--- src/rtl/param_sync_fifo.sv ---
// param_sync_fifo: parametrised single-clock FIFO with occupancy count,
// almost-full/almost-empty thresholds, overflow/underflow pulses and a
// synchronous flush. Reset is synchronous and active-low.
//
// Build option: define FIFO_FWFT_EN for first-word-fall-through mode. In that
// mode dout shows the head word combinationally, reads 0 when empty, and rd
// pops that word. Without the macro, dout is registered and a read returns
// its word one cycle after the request.
//
// The count is one bit wider than the pointers so that full (DEPTH) and
// empty (0) stay distinct while the pointers wrap freely.

module param_sync_fifo #(
  parameter int DATA_W   = 8,
  parameter int DEPTH    = 16,
  parameter int AF_LEVEL = DEPTH - 2,
  parameter int AE_LEVEL = 2,
  localparam int AW      = $clog2(DEPTH),
  localparam int CW      = AW + 1
) (
  input  logic              clk,
  input  logic              rst,
  input  logic              wr,
  input  logic [DATA_W-1:0] din,
  input  logic              rd,
  input  logic              flush,
  output logic [DATA_W-1:0] dout,
  output logic              full,
  output logic              empty,
  output logic              almost_full,
  output logic              almost_empty,
  output logic              overflow,
  output logic              underflow,
  output logic [CW-1:0]     fifo_cnt,
  output logic [AW-1:0]     wr_ptr,
  output logic [AW-1:0]     rd_ptr
);

  logic [DATA_W-1:0] mem [DEPTH];
  logic              rd_acc;
  logic              wr_acc;
  logic [CW-1:0]     cnt_nxt;

  // Status flags are decoded from the registered count only.
  assign empty        = (fifo_cnt == '0);
  assign full         = (fifo_cnt == CW'(DEPTH));
  assign almost_full  = (fifo_cnt >= CW'(AF_LEVEL));
  assign almost_empty = (fifo_cnt <= CW'(AE_LEVEL));

  // Accept decode: a read frees a slot, so a full FIFO still takes a write
  // when it is read in the same cycle.
  always_comb begin
    rd_acc  = rd && !empty;
    wr_acc  = wr && (!full || rd_acc);
    cnt_nxt = fifo_cnt;
    case ({wr_acc, rd_acc})
      2'b10:   cnt_nxt = fifo_cnt + CW'(1);
      2'b01:   cnt_nxt = fifo_cnt - CW'(1);
      default: cnt_nxt = fifo_cnt;
    endcase
  end

  // Storage write; contents survive reset and flush, only the pointers move.
  always_ff @(posedge clk) begin
    if (rst && !flush && wr_acc) begin
      mem[wr_ptr] <= din;
    end
  end

  // Pointers, occupancy and the one-cycle error pulses.
  always_ff @(posedge clk) begin
    if (!rst) begin
      wr_ptr    <= '0;
      rd_ptr    <= '0;
      fifo_cnt  <= '0;
      overflow  <= 1'b0;
      underflow <= 1'b0;
    end else if (flush) begin
      wr_ptr    <= '0;
      rd_ptr    <= '0;
      fifo_cnt  <= '0;
      overflow  <= 1'b0;
      underflow <= 1'b0;
    end else begin
      // DEPTH is a power of two, so natural AW-bit rollover is the wrap.
      if (wr_acc) wr_ptr <= wr_ptr + AW'(1);
      if (rd_acc) rd_ptr <= rd_ptr + AW'(1);
      fifo_cnt  <= cnt_nxt;
      overflow  <= wr && !wr_acc;
      underflow <= rd && !rd_acc;
    end
  end

`ifdef FIFO_FWFT_EN
  // Head word falls through; forced to zero so an empty FIFO shows no stale data.
  assign dout = empty ? '0 : mem[rd_ptr];
`else
  // Registered read data: loads on an accepted read, holds through flush.
  always_ff @(posedge clk) begin
    if (!rst) begin
      dout <= '0;
    end else if (!flush && rd_acc) begin
      dout <= mem[rd_ptr];
    end
  end
`endif

endmodule

--- config.mk ---
export PLATFORM = sky130hd
export DESIGN_NAME = param_sync_fifo
export DESIGN_NICKNAME = d
export VERILOG_FILES = /design/src/rtl/param_sync_fifo.sv
export SDC_FILE = /design/constraint.sdc
export NUM_CORES = 1
export LEC_CHECK = 0
export ABC_AREA = 1
export BUFFER_PORTS_ARGS = -buffer_cell sky130_fd_sc_hd__buf_2
export CAP_MARGIN = 30
export CORE_MARGIN = 5
export CORE_UTILIZATION = 60
export DETAILED_ROUTE_END_ITERATION = 10
export PLACE_DENSITY = 0.79
export SLEW_MARGIN = 40
export SYNTH_ARGS = -nofsm -noshare
export SYNTH_HDL_FRONTEND = slang
export SYNTH_SLANG_ARGS = --single-unit
--- constraint.sdc ---
create_clock -name clk -period 2.42 [get_ports clk]
set_input_delay 0.484 -clock clk [delete_from_list [all_inputs] [get_ports clk]]
set_output_delay 0.484 -clock clk [all_outputs]
set_load 0.005 [all_outputs]
# ---- Word-level counts from Yosys, hierarchy flattened
# Memory sizes are Yosys's and may differ from the RTL's. A register that Yosys moved wholly into a read port is not among the register bits.
# Index checks and enable logic that the tools add are counted.
dict set report totals {
  mem_count 1
  regBits 15
  ramBits 128
}
dict set report op_classes {
  n_addsub 4
  mux 3
  eq_ne 3
  magnitude_cmp 2
  bitwise 1
  n_reduce_logical 17
}
# name depth word_bits read_ports rd_clocked_by_memory_dff wr line_no
set memory_table {}
lappend memory_table {mem 16 8 1 1 1 39} ;# logic [DATA_W-1:0] mem [DEPTH];
# op n
set op_table {}
lappend op_table {{$pmux 5 s2} 1}
lappend op_table {{$add 4x1->4 const B} 2}
lappend op_table {{$logic_and 1x1->1} 7}
lappend op_table {{$logic_not 1->1} 6}
lappend op_table {{$add 5x1->5 const B} 1}
lappend op_table {{$eq 5x5->1 const B} 1}
lappend op_table {{$ge 5x4->1 const B} 1}
lappend op_table {{$le 5x2->1 const B} 1}
lappend op_table {{$logic_not 5->1} 1}
lappend op_table {{$sub 5x1->5 const B} 1}
lappend op_table {{$eq 2x1->1 const B} 1}
lappend op_table {{$eq 2x2->1 const B} 1}
lappend op_table {{$mux 1} 2}
lappend op_table {{$reduce_bool 2->1} 1}
lappend op_table {{$reduce_or 2->1} 1}
lappend op_table {{$logic_or 1x1->1} 1}
lappend op_table {{$not 1->1} 1}

# ---- Depth between registers and ports, before layout
# Gate-level depths: netlist of the first run.
dict set report depth {
  depth_word 8
  depth_mapped 14
}

# ---- Least setup slack after synthesis of the first run
# No wires, ideal clock.
dict set report synth_timing {
  path_kind {register to register}
  start {register fifo_cnt[1]}
  end {register fifo_cnt[3]}
  setup_time_ns 0.115
  n_path_buf 0
  stages_incl_launch_ff 13
  required_ns 2.305
  setup_slack_ns 0.295
  arrival_ns 2.010
  cell_sequence {dfxtp_1 > nor2_4 > nand3_1 > nor2_2 > nand2_1 > nand2_4 > ha_1 > ha_1 > a21oi_1 > nand2_1 > xor2_1 > o21ai_0 > inv_1}
}
dict set report synth_between {
  word_cells_on_any_way 13
  classes_between {add/sub (2); eq/ne (3); mux (1); reduce/logical (7)}
}
# element line_no
set synth_lines {}
lappend synth_lines {{start: declaration} 34} ;# output logic [CW-1:0] fifo_cnt,
lappend synth_lines {{start signal: assignment} 88} ;# fifo_cnt <= cnt_nxt;
lappend synth_lines {{$eq 5x5->1 (*)} 46} ;# assign full = (fifo_cnt == CW'(DEPTH));
lappend synth_lines {{net full} 28} ;# output logic full,
lappend synth_lines {{$logic_not 1->1 (*)} 54} ;# wr_acc = wr && (!full || rd_acc);
lappend synth_lines {{$logic_or 1x1->1 (*)} 54}
lappend synth_lines {{$logic_and 1x1->1 (*)} 54}
lappend synth_lines {{$eq 2x1->1 / $eq 2x2->1 (equally long branches)} 56} ;# case ({wr_acc, rd_acc})
lappend synth_lines {{$pmux 5 s2 / $reduce_bool 2->1 (equally long branches)} --}
# Mark *: on every way through the listed nets, which the timed path passes. The rest lies on a longest branch.
# A chain may end at the register's enable or synchronous reset.

# ---- Final worst setup path of the first run
dict set report layout_timing {
  start {register fifo_cnt[1]}
  end {register fifo_cnt[3]}
}
dict set report layout_between {
  elab_chain_len 7
  word_cells_on_any_way 13
  classes_between {add/sub (2); eq/ne (3); mux (1); reduce/logical (7)}
}
# element line_no
set layout_rtl {}
lappend layout_rtl {{$logic_not 5->1} 45} ;# assign empty = (fifo_cnt == '0);
lappend layout_rtl {{$logic_not 1->1} 53} ;# rd_acc = rd && !empty;
lappend layout_rtl {{$logic_and 1x1->1} 53}
lappend layout_rtl {{$logic_or 1x1->1} 54}
lappend layout_rtl {{$logic_and 1x1->1} 54}
lappend layout_rtl {{$eq 2x1->1 / $eq 2x2->1 (equally long branches)} 56}
lappend layout_rtl {{$pmux 5 s2 / $reduce_bool 2->1 (equally long branches)} --}
# Several ways; a longest one is shown, not always the timed one.

==> impl_metrics.py, run 1 <==
metrics = {
    "critical_path": {
        "path_delay_family": "simple AND/OR/NAND/NOR gates",
        "slowest_stage": "dfxtp_2",
        "cp_num_buf_inv": 1,
        "arrival_ns": 2.69,
        "slowest_delay_ns": 0.37,
        "crit_top_cell": "nand2_1",
        "cp-start-kind": "flip-flop",
        "worstPathRequired_ns": 2.84,
        "worstPathCellList": "nor2_4 -> nand3_1 -> nor2_2 -> nand2_1 -> nand2_4 -> ha_4 -> ha_1 -> a21oi_1 -> nand2_1 -> xor2_1 -> o21ai_0 -> inv_1",
        "end_kind": "flip-flop",
        "cp_max_fo": 9,
        "crit_type": "flip-flop to flip-flop",
    },
    "clock_tree": {
        "cts_hold_buf": 0,
        "clk_pin_slew_ns": 0.07,
        "h-tree-depth": 4,
        "cts-root-buf": "clkbuf_8",
        "clk_latency_ns": 0.53,
        "numCtsBuffers": 17,
        "cts_buffer_depth": 2,
        "cts_tree": "built",
        "cts_sinks": 151,
    },
    "sta": {
        "fmax_mhz": 440,
        "finalClockSkew_ns": 0.00952,
        "tns_ns": 0,
        "slew_viol_final": 0,
        "min_period_over_period_pct": 94.0,
        "final-setup-viol-count": 0,
        "min_period_ns": 2.27,
        "grt_setup_unrepaired": "false",
        "hold_slack_ns": 0.237,
        "tightest_slew_ns": 0.749,
        "relSlewSlack_pct": 50.0,
        "hold_viol_final": 0,
    },
    "routing": {
        "num_vias": 4905,
        "wirelength_um": 16000,
        "drc_errors": 0,
        "ant_nets": 0,
        "viasPerCell": 5.57,
        "wl_per_cell_um": 18.2,
        "firstDrtPassIters": 5,
        "first_iter_violations": 509,
    },
    "power_and_ir_drop": {
        "swShare_pct": 23.5,
        "p_sw_mw": 1.37,
        "seqPwrFrac_pct": 49.1,
        "power_frac_comb_pct": 7.1,
        "internal_power_mw": 4.46,
        "clkPwrFrac_pct": 43.8,
        "p_leak_nw": 3.38,
        "p_per_area_mw_per_mm2": 757,
        "ir_worst_vdd_v": 0.000724,
    },
    "grt": {
        "track_usage_pct": 25.5,
        "antenna_found_initial": 0,
        "gr-total-overflow": 0,
        "grt_pass1_vias": 4861,
        "grt_pass1_wl_um": 25200,
        "grt_max_degree": 68,
    },
    "synthesis": {
        "ys_types": 27,
        "syn_area_sq_mm": 0.00669,
        "synth_fp_nets": 691,
        "syn_inst": 668,
        "synth_seq_cells": 151,
        "synth_area_per_cell_sq_um": 10.0,
        "ys_seq_area_share_pct": 64.4,
        "synth_warnings": 0,
    },
    "placed_design": {
        "io_buffers": 39,
        "dp_hpwl_um": 9850,
        "place_congestion": 0.909,
    },
    "outcome": {
        "outcome": "complete, no violations",
    },
    "cells_and_area": {
        "final_nets": 750,
        "drive_gt1_share_pct": 15.9,
        "area_delta_synth_final_pct": 15.3,
        "antenna_cells": 0,
    },
    "die": {
        "die_x_um": 116,
        "rows": 38,
        "die_area_sq_mm": 0.0134,
        "io_pins": 40,
        "core_area_sq_mm": 0.0109,
        "start_util_pct": 61.4,
        "die_h_um": 116,
    },
    "run": {
        "cap_violations": 0,
    },
    "min_path": {
        "worst_hold_path_type": "primary input to flip-flop",
    },
}
==> path summary, 6_finish.rpt <==
path                             from                       end  slack (ns)  cells after the start
max          fifo_cnt[1]$_SDFFE_PP0P_  fifo_cnt[3]$_SDFFE_PP0P_        0.15                     12
max reg2reg  fifo_cnt[1]$_SDFFE_PP0P_  fifo_cnt[3]$_SDFFE_PP0P_        0.15                     12
min                                rd      underflow$_SDFF_PP0_        0.24                      3
min reg2reg  fifo_cnt[4]$_SDFFE_PP0P_  fifo_cnt[4]$_SDFFE_PP0P_        0.54                      2
==> logic make-up after synthesis <==
logic type                 after synthesis  synth area share, %
buffers and inverters                  120                 7.67
DFF                                    151                 64.4
and+or+nand+nor                        350                 22.5
AOI/OAI and AO/OA                       31                 2.71
xor gates and xnor gates                 6                0.786
adders and majority gates               10                 1.98
==> repair_timing <==
item,4_1_cts,5_1_grt
pin swaps,0,1
resized for setup,3,4
setup buffers,0,2
setup endpoints to repair,2,2
endpoints found under the hold margin,0,0
==> worst min-delay path, delay by kind of cell <==
kind                   cells  cell delay (ns)
buffers and inverters      2             0.19
and+or+nand+nor            1             0.05
==> area by class of cell <==
cell class | count | area (sq um)
clock buffers | 22 | 505
clock inverters | 10 | 80.1
fillers | 732 | 3180
inverters | 93 | 349
multi-input cells | 397 | 1880
flip-flops and latches | 151 | 4310
well taps | 140 | 175
repair buffers | 67 | 405
==> layer usage <==
metal | vias up | GRT usage, % | part of all wire (%)
met3 | 42 | 6.01 | 8.2
met1 | 2345 | 32.8 | 38
met2 | 225 | 41.9 | 51
li1 | 2293 | - | -
met5 | - | 0 | 0
met4 | 0 | 10.3 | 3.3
==> layout by cell type, fill, tap and decap left out, types with 2 or more instances in the layout <==
| cell | n |
|---|---|
| a21oi_1 | 13 |
| buf_2 | 39 |
| buf_4 | 28 |
| clkbuf_16 | 18 |
| clkbuf_8 | 4 |
| clkinv_1 | 2 |
| clkinv_4 | 4 |
| dfxtp_1 | 19 |
| dfxtp_2 | 4 |
| edfxtp_1 | 128 |
| ha_1 | 8 |
| inv_1 | 86 |
| inv_2 | 5 |
| inv_6 | 3 |
| nand2_1 | 226 |
| nand2_4 | 2 |
| nand3_1 | 94 |
| nor2_1 | 21 |
| nor2_2 | 2 |
| nor2_4 | 2 |
| o21a_1 | 8 |
| o21ai_0 | 7 |
| xor2_1 | 6 |
==> flip-flops by register name (all words and copies together) (netlist names) <==
signal and cells:
dout 8, fifo_cnt 5, mem 128, overflow 1
rd_ptr 4, underflow 1, wr_ptr 4
==> synthesized netlist by cell type (all sizes together) <==
cell type,instances,area share [%]
dfxtp,23,6.9
xor2,6,0.79
edfxtp,128,57
nand4,1,0.32
nand2,228,13
inv,91,5.1
buf,25,2.3
nand3,94,7.0
o21ai,7,0.52
clkinv,2,0.11
clkbuf,2,0.11
nor2,26,2.0
nor3,1,0.075
fa,1,0.30
o21a,8,0.90
ha,9,1.7
a21oi,14,1.0
a2111oi,1,0.13
o21bai,1,0.11
==> stage by stage <==
stage / util [%] / instances / total power, mW / setup WS (ns) / cell area, sq um
4_1_cts: 70.5 / 878 / 5.83 / 0.0515 / 7680
6_report: 70.8 / 880 / 5.84 / 0.145 / 7710
2_1_floorplan: - / 668 / 3.16 / 0.295 / 6690
3_3_place_gp: 65.1 / 846 / 3.29 / 0.204 / 7090
5_1_grt: 70.8 / 880 / 6.05 / 0.00592 / 7710
3_5_place_dp: 65.1 / 846 / 3.31 / -0.00976 / 7090
==> power groups by stage <==
stage          sequential [mW]  clock [mW]  combinational (mW)
6_report                  2.87        2.56               0.416
5_1_grt                   2.87        2.72               0.460
4_1_cts                   2.86        2.56               0.400
3_5_place_dp              2.92           0               0.393
3_3_place_gp              2.92           0               0.375
2_1_floorplan             2.92           0               0.243
Power figures use the tool's default switching activity.
==> run 2, diff against run 1 <==
--- a/config.mk
+++ b/config.mk
@@ -8,10 +8,12 @@
 export ABC_AREA = 1
 export BUFFER_PORTS_ARGS = -buffer_cell sky130_fd_sc_hd__buf_2
 export CAP_MARGIN = 30
+export CELL_PAD_IN_SITES_DETAIL_PLACEMENT = 0
+export CELL_PAD_IN_SITES_GLOBAL_PLACEMENT = 1
 export CORE_MARGIN = 5
-export CORE_UTILIZATION = 60
+export CORE_UTILIZATION = 48
 export DETAILED_ROUTE_END_ITERATION = 10
-export PLACE_DENSITY = 0.79
+export PLACE_DENSITY_LB_ADDON = 0.1
 export SLEW_MARGIN = 40
 export SYNTH_ARGS = -nofsm -noshare
 export SYNTH_HDL_FRONTEND = slang
==> run 2 against run 1 <==
Compared with the run above: worst setup slack improved by 0.068 ns; via count decreased by 5.9%; register-to-register slack improved by 0.07 ns; maximum frequency increased by 3.1%.
==> impl_metrics.py, run 2 (synthesis results as in run 1) <==
metrics = {
    "outcome": {
        "outcome": "complete, no violations",
    },
    "cells_and_area": {
        "area_delta_synth_final_pct": 14.7,
        "final_cell_area_sq_mm": 0.00767,
        "nFillCells": 1257,
        "final_nets": 747,
        "drive_gt1_share_pct": 14.0,
        "regMostFlops": "mem",
        "layout_commonest_cell": "nand2_1",
        "reg_top3": "mem (128), dout (8), fifo_cnt (5)",
        "mostFrequentLayoutCells": "226 x nand2_1, 128 x edfxtp_1, 94 x nand3_1",
        "antenna_cells": 0,
        "largest_register_ffs": 128,
    },
    "sta": {
        "grt_setup_unrepaired": "false",
        "final-setup-viol-count": 0,
        "tns_ns": 0,
        "min_period_over_period_pct": 91.2,
        "fmax_mhz": 453,
        "slew_viol_final": 0,
        "relSlewSlack_pct": 55.4,
        "finalClockSkew_ns": 0.0119,
        "tightest_slew_ns": 0.665,
        "hold_viol_final": 0,
        "min_period_ns": 2.21,
    },
    "run": {
        "cap_violations": 0,
    },
    "grt": {
        "grt_max_degree": 68,
        "antenna_found_initial": 0,
        "track_usage_pct": 20.5,
        "gr-total-overflow": 0,
        "grt_pass1_wl_um": 25100,
        "grt_pass1_vias": 4692,
    },
    "placed_design": {
        "placed_area_sq_mm": 0.00716,
        "dp_hpwl_um": 9710,
        "io_buffers": 39,
        "place_congestion": 0.842,
    },
    "critical_path": {
        "worstPathCellList": "inv_1 -> nand3_1 -> nor2_2 -> nand2_1 -> nand2_4 -> ha_2 -> fa_1 -> a21oi_1 -> nor2_1 -> nor2_1 -> nand2_1 -> nand2_1 -> nand2_1 -> a21oi_1",
        "regToRegEndpoint": "fifo_cnt[4]$_SDFFE_PP0P_",
        "end_kind": "flip-flop",
        "cp_num_buf_inv": 1,
        "cp_max_fo": 9,
        "worstPathRequired_ns": 2.78,
        "crit_type": "flip-flop to flip-flop",
        "worstReg2RegStart": "fifo_cnt[0]$_SDFFE_PP0P_",
        "cp-start-kind": "flip-flop",
        "crit_top_cell": "nand2_1",
        "slowest_stage": "dfxtp_1",
        "reg2reg_slack_ns": 0.21,
        "path_delay_family": "simple AND/OR/NAND/NOR gates",
        "arrival_ns": 2.56,
        "slowest_delay_ns": 0.42,
        "r2r_cells": 14,
    },
    "routing": {
        "wirelength_um": 15800,
        "firstDrtPassIters": 4,
        "ant_nets": 0,
        "viasPerCell": 5.03,
        "first_iter_violations": 374,
        "num_vias": 4617,
        "drc_errors": 0,
        "wl_per_cell_um": 17.2,
    },
    "power_and_ir_drop": {
        "ir_worst_vdd_v": 0.000509,
        "swShare_pct": 22.2,
        "internal_power_mw": 4.33,
        "p_per_area_mw_per_mm2": 725,
        "clkPwrFrac_pct": 41.4,
        "p_leak_nw": 3.34,
        "seqPwrFrac_pct": 51.6,
        "power_frac_comb_pct": 7.1,
        "p_sw_mw": 1.23,
    },
    "die": {
        "io_pins": 40,
        "die_h_um": 128,
        "die_area_sq_mm": 0.0164,
        "die_x_um": 128,
        "start_util_pct": 48.5,
        "core_area_sq_mm": 0.0138,
        "rows": 43,
    },
    "clock_tree": {
        "cts-root-buf": "clkbuf_16",
        "cts_resized": 0,
        "cts_sinks": 151,
        "clk_latency_ns": 0.43,
        "cts_setup_buffers": 0,
        "h-tree-depth": 4,
        "numCtsBuffers": 17,
        "clk_pin_slew_ns": 0.06,
        "cts_hold_buf": 0,
        "cts_tree": "built",
        "cts_buffer_depth": 2,
    },
    "min_path": {
        "hold_end": "overflow$_SDFF_PP0_",
        "hold_depth": 3,
        "hold_start": "wr",
        "worst_hold_path_type": "primary input to flip-flop",
    },
}
run 2: changes by cell type in the layout (fill, tap and decap cells not counted), moves of 2 or more:
cell,change
clkinv_4,-4
dfxtp_1,+2
clkinv_2,+4
buf_4,-5
clkbuf_1,+8
buf_12,+2
clkbuf_8,-2
dfxtp_2,-2
inv_6,-3
run 2: power by group through the flow:
stage          Sequential, mW  Combinational (mW)  Clock, mW
2_1_floorplan            2.92               0.243          0
3_3_place_gp             2.92               0.391          0
3_5_place_dp             2.92               0.396          0
4_1_cts                  2.87               0.398       2.33
5_1_grt                  2.87               0.445       2.46
6_report                 2.87               0.394       2.30
run 2: area by class of cell:
cell class / instances / area [sq um] / share of cell area, %
Multi-Input combinational cell: 397 / 1870 / 24.4
Tap cell: 180 / 225 / 2.94
Inverter: 93 / 349 / 4.55
Clock inverter: 5 / 25.0 / 0.326
Clock buffer: 27 / 483 / 6.30
Timing Repair Buffer: 64 / 408 / 5.32
Sequential cell: 151 / 4310 / 56.2
run 2: tightest hold or removal path, stage by stage:
cell	delay, ns
buf_2	0.12
nand2_1	0.06
nor2_1	0.04
run 2: stage by stage:
stage / total power [mW] / std cells / util (%) / worst slack, ns / hold WS, ns
after floorplan: 3.16 / 668 / - / 0.295 / 0.497
after global placement: 3.31 / 885 / 52.0 / 0.172 / 0.521
after detailed placement: 3.32 / 885 / 52.0 / 0.134 / 0.526
after CTS: 5.59 / 917 / 55.6 / 0.119 / 0.311
after global routing: 5.77 / 917 / 55.7 / 0.00101 / 0.315
final: 5.56 / 917 / 55.7 / 0.213 / 0.319
run 2: metal layers:
| metal | track usage [%] | routed length [um] | vias to the layer above |
|---|---|---|---|
| li1 | - | - | 2287 |
| met1 | 27.2 | 7010 | 2191 |
| met2 | 32.7 | 7550 | 117 |
| met3 | 5.46 | 813 | 22 |
| met4 | 7.24 | 387 | 0 |
| met5 | 0 | 0 | - |
run 2: worst max-delay path by stage:
stage / slack (ns) / endpoint / start / depth (start not counted)
after global routing: 0.001 / fifo_cnt[4]$_SDFFE_PP0P_ / fifo_cnt[0]$_SDFFE_PP0P_ / 14
after global placement: 0.17 / fifo_cnt[3]$_SDFFE_PP0P_ / fifo_cnt[1]$_SDFFE_PP0P_ / 12
after floorplan: 0.29 / fifo_cnt[3]$_SDFFE_PP0P_ / fifo_cnt[1]$_SDFFE_PP0P_ / 12
after CTS: 0.12 / fifo_cnt[3]$_SDFFE_PP0P_ / fifo_cnt[1]$_SDFFE_PP0P_ / 12
final: 0.21 / fifo_cnt[4]$_SDFFE_PP0P_ / fifo_cnt[0]$_SDFFE_PP0P_ / 14
after detailed placement: 0.13 / fifo_cnt[3]$_SDFFE_PP0P_ / fifo_cnt[1]$_SDFFE_PP0P_ / 12
==> run 3, diff against run 2 <==
--- a/config.mk
+++ b/config.mk
@@ -10,11 +10,12 @@
 export CAP_MARGIN = 30
 export CELL_PAD_IN_SITES_DETAIL_PLACEMENT = 0
 export CELL_PAD_IN_SITES_GLOBAL_PLACEMENT = 1
+export CORE_ASPECT_RATIO = 1.4
 export CORE_MARGIN = 5
 export CORE_UTILIZATION = 48
 export DETAILED_ROUTE_END_ITERATION = 10
 export PLACE_DENSITY_LB_ADDON = 0.1
-export SLEW_MARGIN = 40
+export SLEW_MARGIN = 10
 export SYNTH_ARGS = -nofsm -noshare
 export SYNTH_HDL_FRONTEND = slang
 export SYNTH_SLANG_ARGS = --single-unit
==> run 3 against run 2 <==
Compared with the run above: maximum frequency grew 2.1%; via count grew 0.17%; largest cell class unchanged; non-clock buffer count is the same; combinational power grew 1%; hold slack gained 0.0083 ns; sequential power is essentially flat; clock power grew 20%; die area grew 0.20%; sequential share of layout area shrank 0.70 points; sequential cell count is the same; clock-buffer cell count shrank 6; critical path depth is the same.
==> impl_metrics.py, run 3 (synthesis results as in run 1) <==
metrics = {
    "outcome": {
        "outcome": "complete, no violations",
    },
    "cells_and_area": {
        "final_nets": 747,
        "antenna_cells": 0,
        "nFillCells": 1255,
        "mostFrequentLayoutCells": "226 x nand2_1, 128 x edfxtp_1, 94 x nand3_1",
        "reg_top3": "mem (128), dout (8), fifo_cnt (5)",
        "drive_gt1_share_pct": 14.7,
        "layout_commonest_cell": "nand2_1",
        "final_cells": 922,
        "area_delta_synth_final_pct": 16.2,
        "largest_register_ffs": 128,
        "regMostFlops": "mem",
    },
    "grt": {
        "grt_pass1_vias": 4602,
        "grt_pass1_wl_um": 25300,
        "track_usage_pct": 21.1,
        "antenna_found_initial": 0,
        "gr-total-overflow": 0,
        "grt_max_degree": 48,
    },
    "critical_path": {
        "crit_type": "flip-flop to flip-flop",
        "slowest_delay_ns": 0.48,
        "worstReg2RegStart": "fifo_cnt[2]$_SDFFE_PP0P_",
        "end_kind": "flip-flop",
        "cp-start-kind": "flip-flop",
        "worstPathCellList": "nor2_4 -> nand3_1 -> nor2_2 -> nand2_1 -> nand2_4 -> ha_4 -> fa_1 -> a21oi_1 -> nor2_1 -> nor2_1 -> nand2_1 -> nand2_1 -> nand2_1 -> a21oi_1",
        "cp_max_fo": 9,
        "cp_num_buf_inv": 0,
        "path_delay_family": "simple AND/OR/NAND/NOR gates",
        "crit_top_cell": "nand2_1",
        "worstPathRequired_ns": 2.77,
        "arrival_ns": 2.51,
        "crit_path_start": "fifo_cnt[2]$_SDFFE_PP0P_",
        "slowest_stage": "dfxtp_1",
    },
    "power_and_ir_drop": {
        "ir_worst_vdd_v": 0.000503,
        "swShare_pct": 21.8,
        "internal_power_mw": 4.70,
        "p_leak_nw": 3.37,
        "power_mw": 6.01,
        "p_per_area_mw_per_mm2": 774,
        "power_frac_comb_pct": 6.6,
        "clkPwrFrac_pct": 45.7,
        "p_sw_mw": 1.31,
        "seqPwrFrac_pct": 47.7,
    },
    "sta": {
        "setup_ws_ns": 0.258,
        "hold_viol_final": 0,
        "tns_ns": 0,
        "min_period_ns": 2.16,
        "finalClockSkew_ns": 0.00621,
        "slew_viol_final": 0,
        "tightest_slew_ns": 0.609,
        "fmax_mhz": 463,
        "min_period_over_period_pct": 89.3,
        "grt_setup_unrepaired": "false",
        "final-setup-viol-count": 0,
        "relSlewSlack_pct": 59.2,
    },
    "clock_tree": {
        "cts_tree": "built",
        "cts-root-buf": "clkbuf_16",
        "cts_setup_buffers": 0,
        "cts_resized": 0,
        "clk_latency_ns": 0.41,
        "h-tree-depth": 4,
        "cts_buffer_depth": 2,
        "cts_hold_buf": 0,
        "clk_pin_slew_ns": 0.06,
        "cts_sinks": 151,
        "numCtsBuffers": 17,
    },
    "die": {
        "core_area_sq_mm": 0.0138,
        "io_pins": 40,
        "die_x_um": 110,
        "die_h_um": 150,
        "start_util_pct": 48.5,
        "rows": 51,
        "die_area_sq_mm": 0.0164,
    },
    "placed_design": {
        "place_congestion": 0.793,
        "io_buffers": 39,
        "dp_worst_setup_slack_ns": 0.0878,
        "dp.cells": 890,
        "dp_hpwl_um": 10500,
    },
    "routing": {
        "first_iter_violations": 315,
        "num_vias": 4625,
        "wirelength_um": 16000,
        "viasPerCell": 5.02,
        "wl_per_cell_um": 17.4,
        "ant_nets": 0,
        "drc_errors": 0,
        "firstDrtPassIters": 5,
    },
    "min_path": {
        "hold_start": "wr",
        "worst_hold_path_type": "primary input to flip-flop",
    },
    "run": {
        "cap_violations": 0,
    },
}
## run 3: routing by layer
metal  routed length, um  global-route usage [%]  up-vias
li1                    -                       -     2281
met1                6580                    26.5     2224
met2                8490                    35.8      103
met3                 594                    4.40       17
met4                 330                    7.67        0
met5                   0                       0        -
## run 3: tightest hold or removal path: stages
cell and delay [ns]:
buf_2 0.12, nand2_1 0.06, nor2_1 0.04
## run 3: path summary, 6_finish.rpt
check                                                end  slack [ns]  cells after the start
worst min-delay path                 overflow$_SDFF_PP0_        0.33                      3
worst max-delay path            fifo_cnt[4]$_SDFFE_PP0P_        0.26                     14
worst min register to register    wr_ptr[3]$_SDFFE_PP0P_        0.53                      2
worst max register to register  fifo_cnt[4]$_SDFFE_PP0P_        0.26                     14
## run 3: power groups by stage
| stage | Combinational, mW | Clock (mW) | Sequential [mW] |
|---|---|---|---|
| final | 0.399 | 2.75 | 2.87 |
| after global placement | 0.391 | 0 | 2.92 |
| after detailed placement | 0.398 | 0 | 2.92 |
| after CTS | 0.399 | 2.79 | 2.87 |
| after global routing | 0.450 | 2.93 | 2.87 |
| after floorplan | 0.243 | 0 | 2.92 |
## run 3: metrics by stage
| stage | area [sq um] | hold WS, ns | utilization, % |
|---|---|---|---|
| after CTS | 7750 | 0.315 | 56.2 |
| after detailed placement | 7140 | 0.522 | 51.8 |
| after global routing | 7770 | 0.318 | 56.3 |
| after floorplan | 6690 | 0.497 | - |
| final | 7770 | 0.328 | 56.3 |
| after global placement | 7140 | 0.527 | 51.8 |
## run 3: final cells by class
cell class	count	area (sq um)	area share (%)
Clock buffer	21	440	5.67
Timing Repair Buffer	64	383	4.93
Clock inverter	11	174	2.24
Sequential cell	151	4310	55.5
Multi-Input combinational cell	397	1880	24.2
Inverter	93	349	4.49
Tap cell	185	231	2.98
